--- config.mk ---
export PLATFORM = sky130hd
export DESIGN_NAME = pc_sequencer
export DESIGN_NICKNAME = d
export VERILOG_FILES = /design/src/rtl/pc_sequencer.sv
export SDC_FILE = /design/constraint.sdc
export NUM_CORES = 1
export LEC_CHECK = 0
export ABC_AREA = 1
export BUFFER_PORTS_ARGS = -buffer_cell sky130_fd_sc_hd__buf_2
export CORE_UTILIZATION = 45
export CTS_CLUSTER_SIZE = 20
export DETAILED_ROUTE_END_ITERATION = 6
export PLACE_DENSITY = 0.72
export SYNTH_ARGS = -nofsm -noshare
export SYNTH_HDL_FRONTEND = slang
export SYNTH_SLANG_ARGS = --single-unit
--- constraint.sdc ---
create_clock -name Clk -period 3.2 [get_ports Clk]
set_clock_uncertainty 0.15 [all_clocks]
set_input_delay 0.48 -clock Clk [delete_from_list [all_inputs] [get_ports Clk]]
set_output_delay 0.48 -clock Clk [all_outputs]
set_load 0.05 [all_outputs]
--- src/rtl/pc_sequencer.sv ---
// Program-counter register and next-PC sequencer for the MIPS fetch stage.
// Optional delay-slot behaviour is enabled by defining BRANCH_DELAY_SLOT_EN.
module pc_sequencer #(
  parameter logic [31:0] RESET_VECTOR = 32'h0000_0000,
  parameter int unsigned PC_STEP      = 4
) (
  input  logic        Clk,
  input  logic        Reset,
  input  logic        Stall,
  input  logic        Branch,
  input  logic [31:0] BranchOffset,
  input  logic        Jump,
  input  logic [31:0] JumpTarget,
  input  logic        JumpReg,
  input  logic [31:0] RegTarget,
  output logic [31:0] PC,
  output logic [31:0] PCPlus4,
  output logic        Redirected,
  output logic        AddrErr
);

  typedef enum logic [1:0] {
    RUN  = 2'd0,
    HOLD = 2'd1
`ifdef BRANCH_DELAY_SLOT_EN
    ,SLOT = 2'd2
`endif
  } state_e;

  state_e      state_q, state_d;
  logic [31:0] pc_q, pc_d;
  logic [31:0] tgt_q, tgt_d;   // pending (HOLD) or delay-slot (SLOT) target, unaligned
  logic        redir_q, redir_d;
  logic        aerr_q, aerr_d;
  logic [31:0] tgt;
  logic        redir;

  assign PCPlus4    = pc_q + 32'(PC_STEP);
  assign PC         = pc_q;
  assign Redirected = redir_q;
  assign AddrErr    = aerr_q;

  always_comb begin
    tgt = 32'h0;
    if (JumpReg)     tgt = RegTarget;
    else if (Jump)   tgt = JumpTarget;
    else if (Branch) tgt = PCPlus4 + BranchOffset;
  end

  assign redir = JumpReg | Jump | Branch;

  always_comb begin
    state_d = state_q;
    pc_d    = pc_q;
    tgt_d   = tgt_q;
    redir_d = 1'b0;
    aerr_d  = 1'b0;
    case (state_q)
      RUN: begin
        if (Stall) begin
          if (redir) begin
            tgt_d   = tgt;
            state_d = HOLD;
          end
        end else if (redir) begin
`ifdef BRANCH_DELAY_SLOT_EN
          pc_d    = PCPlus4;
          tgt_d   = tgt;
          state_d = SLOT;
`else
          pc_d    = {tgt[31:2], 2'b00};
          redir_d = 1'b1;
          aerr_d  = |tgt[1:0];
`endif
        end else begin
          pc_d = PCPlus4;
        end
      end
      HOLD: begin
        // Newest redirect wins while stalled; on release, inputs are ignored.
        if (Stall) begin
          if (redir) tgt_d = tgt;
        end else begin
`ifdef BRANCH_DELAY_SLOT_EN
          pc_d    = PCPlus4;
          state_d = SLOT;
`else
          pc_d    = {tgt_q[31:2], 2'b00};
          redir_d = 1'b1;
          aerr_d  = |tgt_q[1:0];
          state_d = RUN;
`endif
        end
      end
`ifdef BRANCH_DELAY_SLOT_EN
      SLOT: begin
        if (!Stall) begin
          pc_d    = {tgt_q[31:2], 2'b00};
          redir_d = 1'b1;
          aerr_d  = |tgt_q[1:0];
          state_d = RUN;
        end
      end
`endif
      default: state_d = RUN;
    endcase
  end

  always_ff @(posedge Clk or posedge Reset) begin
    if (Reset) begin
      state_q <= RUN;
      pc_q    <= RESET_VECTOR;
      tgt_q   <= 32'h0;
      redir_q <= 1'b0;
      aerr_q  <= 1'b0;
    end else begin
      state_q <= state_d;
      pc_q    <= pc_d;
      tgt_q   <= tgt_d;
      redir_q <= redir_d;
      aerr_q  <= aerr_d;
    end
  end

endmodule

==> results of run 1 <==
## synth_stat cells, drive strengths merged, types with 5 or more instances
cell    instances  area share, %
xnor2           6           0.79
ha             34            6.4
o21bai         13            1.5
nand2         394             23
buf            15            1.3
o211ai         11            1.3
dfrtp          65             24
clkbuf         21            1.2
xor2           14            2.0
nand3          99            7.7
a21oi          60            4.5
nor2           86            5.8
or2            27            2.5
nand3b          5           0.57
inv           154            8.7
nand4          14            1.4
o21ai          52            3.9
nor3           12            1.1
## worst min path at each step
stage / from / to / slack [ns] / cells past startpoint
floorplan: tgt_q[0] / tgt_q[0] / 0.30 / 2
global placement: tgt_q[17] / tgt_q[17] / 0.31 / 2
detailed placement: tgt_q[29] / tgt_q[29] / 0.32 / 2
CTS: Reset / tgt_q[23] / 0.27 / 3
global route: Reset / tgt_q[23] / 0.34 / 3
finish: Reset / PC[23] / 0.24 / 3
## what timing repair did
item,4_1_cts,5_1_grt
buffers inserted,0,5
resized for setup,23,65
endpoints found under the setup margin,28,46
pin swaps,4,29
hold buffers,0,0
## per-layer routing
metal / up-vias / share of wire [%] / track usage [%]
met5: - / 0 / 0
met4: 0 / 2.2 / 11.1
met3: 40 / 8.1 / 5.63
met2: 349 / 45 / 53.3
met1: 3772 / 44 / 48.7
li1: 3994 / - / -
## power by group through the flow
stage / registers [mW] / clock network [mW] / logic [mW]
2_1_floorplan: 1.33 / 0 / 1.49
3_3_place_gp: 1.09 / 0 / 2.60
3_5_place_dp: 1.09 / 0 / 2.62
4_1_cts: 1.08 / 1.17 / 2.68
5_1_grt: 1.11 / 1.20 / 3.08
6_report: 1.09 / 1.16 / 2.85
## critical path: stages, from the launching register on
cell and delay (ns):
sky130_fd_sc_hd__dfrtp_2 0.38, sky130_fd_sc_hd__buf_4 0.15, sky130_fd_sc_hd__clkinvlp_4 0.11, sky130_fd_sc_hd__nor2_4 0.15, sky130_fd_sc_hd__nand2_2 0.10, sky130_fd_sc_hd__nor2_4 0.18
sky130_fd_sc_hd__xnor2_1 0.23, sky130_fd_sc_hd__inv_2 0.10, sky130_fd_sc_hd__buf_4 0.15, sky130_fd_sc_hd__ha_1 0.26, sky130_fd_sc_hd__nand2_1 0.08, sky130_fd_sc_hd__inv_1 0.10
sky130_fd_sc_hd__nand2_1 0.12, sky130_fd_sc_hd__nor3_2 0.17, sky130_fd_sc_hd__buf_4 0.14, sky130_fd_sc_hd__nand3_1 0.13, sky130_fd_sc_hd__nand3_1 0.13, sky130_fd_sc_hd__nand2_1 0.06
sky130_fd_sc_hd__nand3_1 0.10, sky130_fd_sc_hd__nand2_1 0.10, sky130_fd_sc_hd__nand3_1 0.09, sky130_fd_sc_hd__nand2_1 0.06
## through the flow
stage / setup WS (ns) / hold slack, ns / cells / setup TNS [ns] / area, um^2
floorplan: -0.362 / 0.298 / 1105 / -9.56 / 6950
global placement: -0.0999 / 0.313 / 1514 / -0.506 / 8570
detailed placement: -0.107 / 0.316 / 1514 / -1.01 / 8570
CTS: 0.00417 / 0.272 / 1530 / 0 / 9050
global route: -0.352 / 0.337 / 1535 / -8.52 / 9310
finish: -0.156 / 0.236 / 1535 / -1.49 / 9310
## kinds of logic (layout without fill, tap and decap cells)
logic type / after synthesis / after routing / share of synthesized area (%)
AO/OA/AOI/OAI: 149 / 149 / 12.8
XOR/XNOR: 20 / 20 / 2.75
adder cells (fa/ha/maj): 34 / 34 / 6.40
buffers and inverters: 190 / 436 / 11.2
flip-flops: 65 / 65 / 24.5
other: 1 / 4 / 0.0565
AND/OR/NAND/NOR: 643 / 643 / 42.3
## registers in the layout, indices dropped and copies added, names as in the netlist
name,flops
tgt_q,32
AddrErr,1
Redirected,1
PC,30
state_q,1
## cell type report
| cell class | count | area [um^2] | area share [%] |
|---|---|---|---|
| clock buffer | 11 | 243 | 2.61 |
| clock inverter | 5 | 103 | 1.10 |
| multi-input combinational | 850 | 4910 | 52.7 |
| sequential | 65 | 1640 | 17.6 |
| inverter | 154 | 588 | 6.32 |
| tap | 184 | 230 | 2.47 |
| timing repair buffer | 266 | 1600 | 17.2 |
==> reports/results.txt, run 1 <==
result of the run = complete, but fails checks
violations in the final reports = negative setup slack
CTS H-Tree Depth = 3
commonest non-fill, non-tap cell in the layout = sky130_fd_sc_hd__nand2_1
Fmax achieved = 0.298 GHz
TritonCTS Sinks = 65
Remaining Overflow, GRT = 0
routability congestion estimate from global placement = 0.990
global-route wire length before repair = 39,000 um
type of the most critical hold path = in2async
Root Buffer = sky130_fd_sc_hd__clkbuf_16
post-synth cell types = 41
number of buffers between clock root and the deepest sink = 2
setup slack, reg-to-reg = -0.16 ns
Initial Utilization = 45.9%
vias after detailed routing = 8,155
r2r endpoint = PC[25]
share of layout cells above drive strength 1 = 33.5%
number of global-route vias before repair = 7,435
Flop pwr share = 21.4%
final antenna-violating net count = 0
Die W = 123 um
clock slew at reported path FFs = 0.06 ns
startpoint of the most critical register-to-register path = PC[2]
vias per cell = 5.31
part of the Yosys area used for sequential elements = 24.5%
CP startpoint = PC[2]
post-synthesis sequential element count = 65
number of buffers added on ports = 163
cell row count = 44
cell count after synthesis = 1,102
total power after layout = 5.11 mW
count of flip-flops with a built-in enable after synthesis = 0
final-report hold violation count = 0
max-slew violation count = 0
Detail Placement HPWL = 20,200 um
share of the core filled with cells = 64.3%
Worst-Margin Slew = 1.04 ns
Worst Path Max Fanout = 5
async set or reset register ratio after synthesis = 100%
FF-to-FF path depth = 21
# IOs = 168
crit share post-route = 105%
share of total power in combinational logic = 55.8%
Critical Path Source Type = flop
commonest non-fill, non-tap cells in the layout = sky130_fd_sc_hd__nand2_1, sky130_fd_sc_hd__buf_2, sky130_fd_sc_hd__inv_1, sky130_fd_sc_hd__buf_4, sky130_fd_sc_hd__nand3_1
Post-synth top flop = sky130_fd_sc_hd__dfrtp_1
Leakage = 4.93 nW
number of failing setup endpoints in the final timing report = 31
unrepaired setup endpoints after global routing = true
layout overhead on the synthesized area = 40.2%
maximum number of pins on one net before global-route repair = 66
Yosys Warn Count = 0
total number of nets in the final design = 1,482
area of the mapped netlist = 6640 um^2
detailed router's first-iteration violation count = 764
highest ir drop seen on vdd = 0.291 mV
floorplan die area = 15,300 um^2
count of antenna diodes in the layout = 0
Req. time, crit path = 3.28 ns
area inside the core boundary = 14,500 um^2
relative contribution of the clock network to total power = 22.8%
filler cell count in the final layout = 1,338
clock tree from TritonCTS = yes
CTS buffer count = 9
detailed-route wire length = 26,100 um
Power Density = 548 nW/um^2
syn avg cell area = 6.03 um^2
number of antenna violations at the first check in global routing = 0
max-capacitance violation count = 0
Die Ht = 123 um
startpoint-to-endpoint class of the critical path = reg2reg
residual DRC count = 0
Worst EP arrival = 3.43 ns
internal power = 2.71 mW
kind of end point of the critical path = flop
average routed wire per standard cell = 17.0 um
minimum period implied by the final worst setup slack = 3.36 ns
detailed-routing iteration count for the pre-antenna-repair pass = 5
gr usage total = 34.4%
min setup slack post-route = -0.156 ns
Clk Latency, worst-skew pair = 0.34 ns
Sw Share = 47.0%
Rel. slew slack = 30.6%
end point of the critical path = PC[25]
Net Sw Power = 2.40 mW
Power figures use the tool's default switching activity.
==> run 2, diff against run 1 <==
CORE_UTILIZATION = 50   (was 45)
PLACE_DENSITY = 0.79   (was 0.72)
RECOVER_POWER = 100   (was not set)
==> run 2 against run 1 <==
Effect of this change:
- the flow still finishes with violations (negative setup slack)
- hold slack lost 0.053 ns
- cell count shrank 1.2%
- first-iteration DRC count grew 55%
- power shrank 2.6%
- sequential cell count is the same
- critical path depth shrank 1
- design area grew 2.2%
- global-route usage grew 2.0 points
- largest power group unchanged
==> reports/results.txt, run 2 (synthesis gave the netlist of run 1 again) <==
Leakage = 4.91 nW
residual DRC count = 0
r2r endpoint = tgt_q[30]
number of buffers added on ports = 163
floorplan die area = 13,700 um^2
gr usage total = 36.5%
Worst Path Max Fanout = 4
area occupied by multi-input gates = 5270 um^2
maximum number of pins on one net before global-route repair = 46
Sw Share = 50.0%
FF-to-FF path depth = 20
share of total power in combinational logic = 59.8%
Flop pwr share = 22.2%
vias after detailed routing = 8,523
violations in the final reports = negative setup slack
relative contribution of the clock network to total power = 18.0%
setup slack, reg-to-reg = -0.09 ns
highest ir drop seen on vdd = 0.395 mV
minimum period implied by the final worst setup slack = 3.29 ns
max-capacitance violation count = 0
Fin Hold WS = 0.183 ns
total number of nets in the final design = 1,474
TritonCTS Sinks = 65
met1 WL = 10,300 um
total length of routed met3 wires = 3000 um
startpoint of the most critical register-to-register path = PC[2]
kind of end point of the critical path = flop
largest reg by FF count = tgt_q
filler cell count in the final layout = 997
global-route wire length before repair = 37,500 um
detailed-route wire length = 26,400 um
crit share post-route = 103%
unrepaired setup endpoints after global routing = true
highest metal used = met4
layout overhead on the synthesized area = 43.2%
result of the run = complete, but fails checks
Root Buffer = sky130_fd_sc_hd__clkbuf_16
CTS H-Tree Depth = 3
Clk Latency, worst-skew pair = 0.34 ns
number of buffers between clock root and the deepest sink = 2
Rel. slew slack = 30.6%
Worst-Margin Slew = 1.04 ns
# IOs = 168
share of the core filled with cells = 74.5%
Req. time, crit path = 3.32 ns
Critical Path Source Type = flop
commonest non-fill, non-tap cells in the layout = sky130_fd_sc_hd__nand2_1, sky130_fd_sc_hd__buf_2, sky130_fd_sc_hd__inv_1, sky130_fd_sc_hd__buf_4, sky130_fd_sc_hd__nand3_1
cell row count = 41
Detail Placement HPWL = 19,200 um
Remaining Overflow, GRT = 0
routability congestion estimate from global placement = 1.00
Die Ht = 117 um
type of the most critical hold path = in2async
clock slew at reported path FFs = 0.06 ns
share of layout cells above drive strength 1 = 36.9%
number of antenna violations at the first check in global routing = 1
clock tree from TritonCTS = yes
detailed router's first-iteration violation count = 1,186
commonest non-fill, non-tap cell in the layout = sky130_fd_sc_hd__nand2_1
Largest register FFs = 32
startpoint-to-endpoint class of the critical path = reg2reg
number of global-route vias before repair = 7,591
detailed-routed wire length on met2 = 12,200 um
final antenna-violating net count = 0
setup_tns = -0.663 ns
final-report hold violation count = 0
internal power = 2.49 mW
Initial Utilization = 52.0%
Worst EP arrival = 3.41 ns
Die W = 117 um
register area = 1640 um^2
number of failing setup endpoints in the final timing report = 16
vias per cell = 5.62
min setup slack post-route = -0.0900 ns
area inside the core boundary = 12,800 um^2
CTS buffer count = 9
average routed wire per standard cell = 17.4 um
Fmax achieved = 0.304 GHz
Power Density = 523 nW/um^2
Post-CTS Hold Buffers = 0
detailed-routing iteration count for the pre-antenna-repair pass = 6
total power after layout = 4.97 mW
max-slew violation count = 0
Net Sw Power = 2.48 mW
==> run 2: critical path, cell delays in order (launching register included) <==
cell                         delay [ns]
sky130_fd_sc_hd__dfrtp_2           0.40
sky130_fd_sc_hd__buf_4             0.14
sky130_fd_sc_hd__clkinvlp_4        0.10
sky130_fd_sc_hd__nor2_4            0.13
sky130_fd_sc_hd__nand2_2           0.09
sky130_fd_sc_hd__nor2_4            0.16
sky130_fd_sc_hd__nand4_4           0.16
sky130_fd_sc_hd__nor2_4            0.20
sky130_fd_sc_hd__xor2_4            0.31
sky130_fd_sc_hd__ha_4              0.28
sky130_fd_sc_hd__a21oi_4           0.18
sky130_fd_sc_hd__nor2_1            0.07
sky130_fd_sc_hd__nor2_1            0.14
sky130_fd_sc_hd__nand2_2           0.09
sky130_fd_sc_hd__a21oi_2           0.14
sky130_fd_sc_hd__nand2_1           0.07
sky130_fd_sc_hd__nand2_1           0.07
sky130_fd_sc_hd__nand3_2           0.07
sky130_fd_sc_hd__nand2_2           0.10
sky130_fd_sc_hd__nand3_1           0.09
sky130_fd_sc_hd__nand2_1           0.08
==> run 2: timing repair <==
action / CTS / global route
setup buffers: 0 / 15
pin swaps: 2 / 60
resized for setup: 11 / 142
endpoints found under the setup margin: 29 / 48
==> run 2: final cells by class <==
type                    instances  share of cell area [%]
multi-input cells             850                    55.4
flip-flops and latches         65                    17.2
repair buffers                258                    16.1
inverters                     154                    6.22
clock buffers                  10                    2.41
well taps                     172                    2.26
clock inverters                 6                   0.368
diodes                          1                  0.0263
==> run 2: power by group through the flow <==
stage	clock (mW)	combinational, mW	sequential (mW)
detailed placement	0	2.57	1.09
global route	0.924	3.18	1.12
floorplan	0	1.49	1.33
global placement	0	2.54	1.09
CTS	0.884	2.61	1.08
finish	0.893	2.98	1.10
==> run 2: worst max path at each step <==
stage | endpoint | depth (start not counted) | start | slack (ns)
final | tgt_q[30] | 20 | PC[2] | -0.09
after global routing | tgt_q[30] | 20 | PC[2] | -0.27
after CTS | PC[27] | 19 | PC[2] | 0.0003
after detailed placement | tgt_q[25] | 23 | PC[2] | -0.08
after global placement | tgt_q[25] | 23 | PC[2] | 0.02
after floorplan | PC[29] | 18 | PC[2] | -0.36
==> run 2: per-layer routing <==
metal	vias up	global-route usage (%)
met5	-	0
met4	0	13.2
met3	85	6.33
met2	540	56.7
met1	3925	50.8
li1	3973	-
==> run 2: through the flow <==
stage | cells | setup WS (ns) | cell area, um^2
2_1_floorplan | 1105 | -0.362 | 6950
3_3_place_gp | 1485 | 0.0171 | 8460
3_5_place_dp | 1485 | -0.0790 | 8460
4_1_cts | 1501 | 0.000274 | 8800
5_1_grt | 1516 | -0.274 | 9520
6_report | 1516 | -0.0900 | 9520
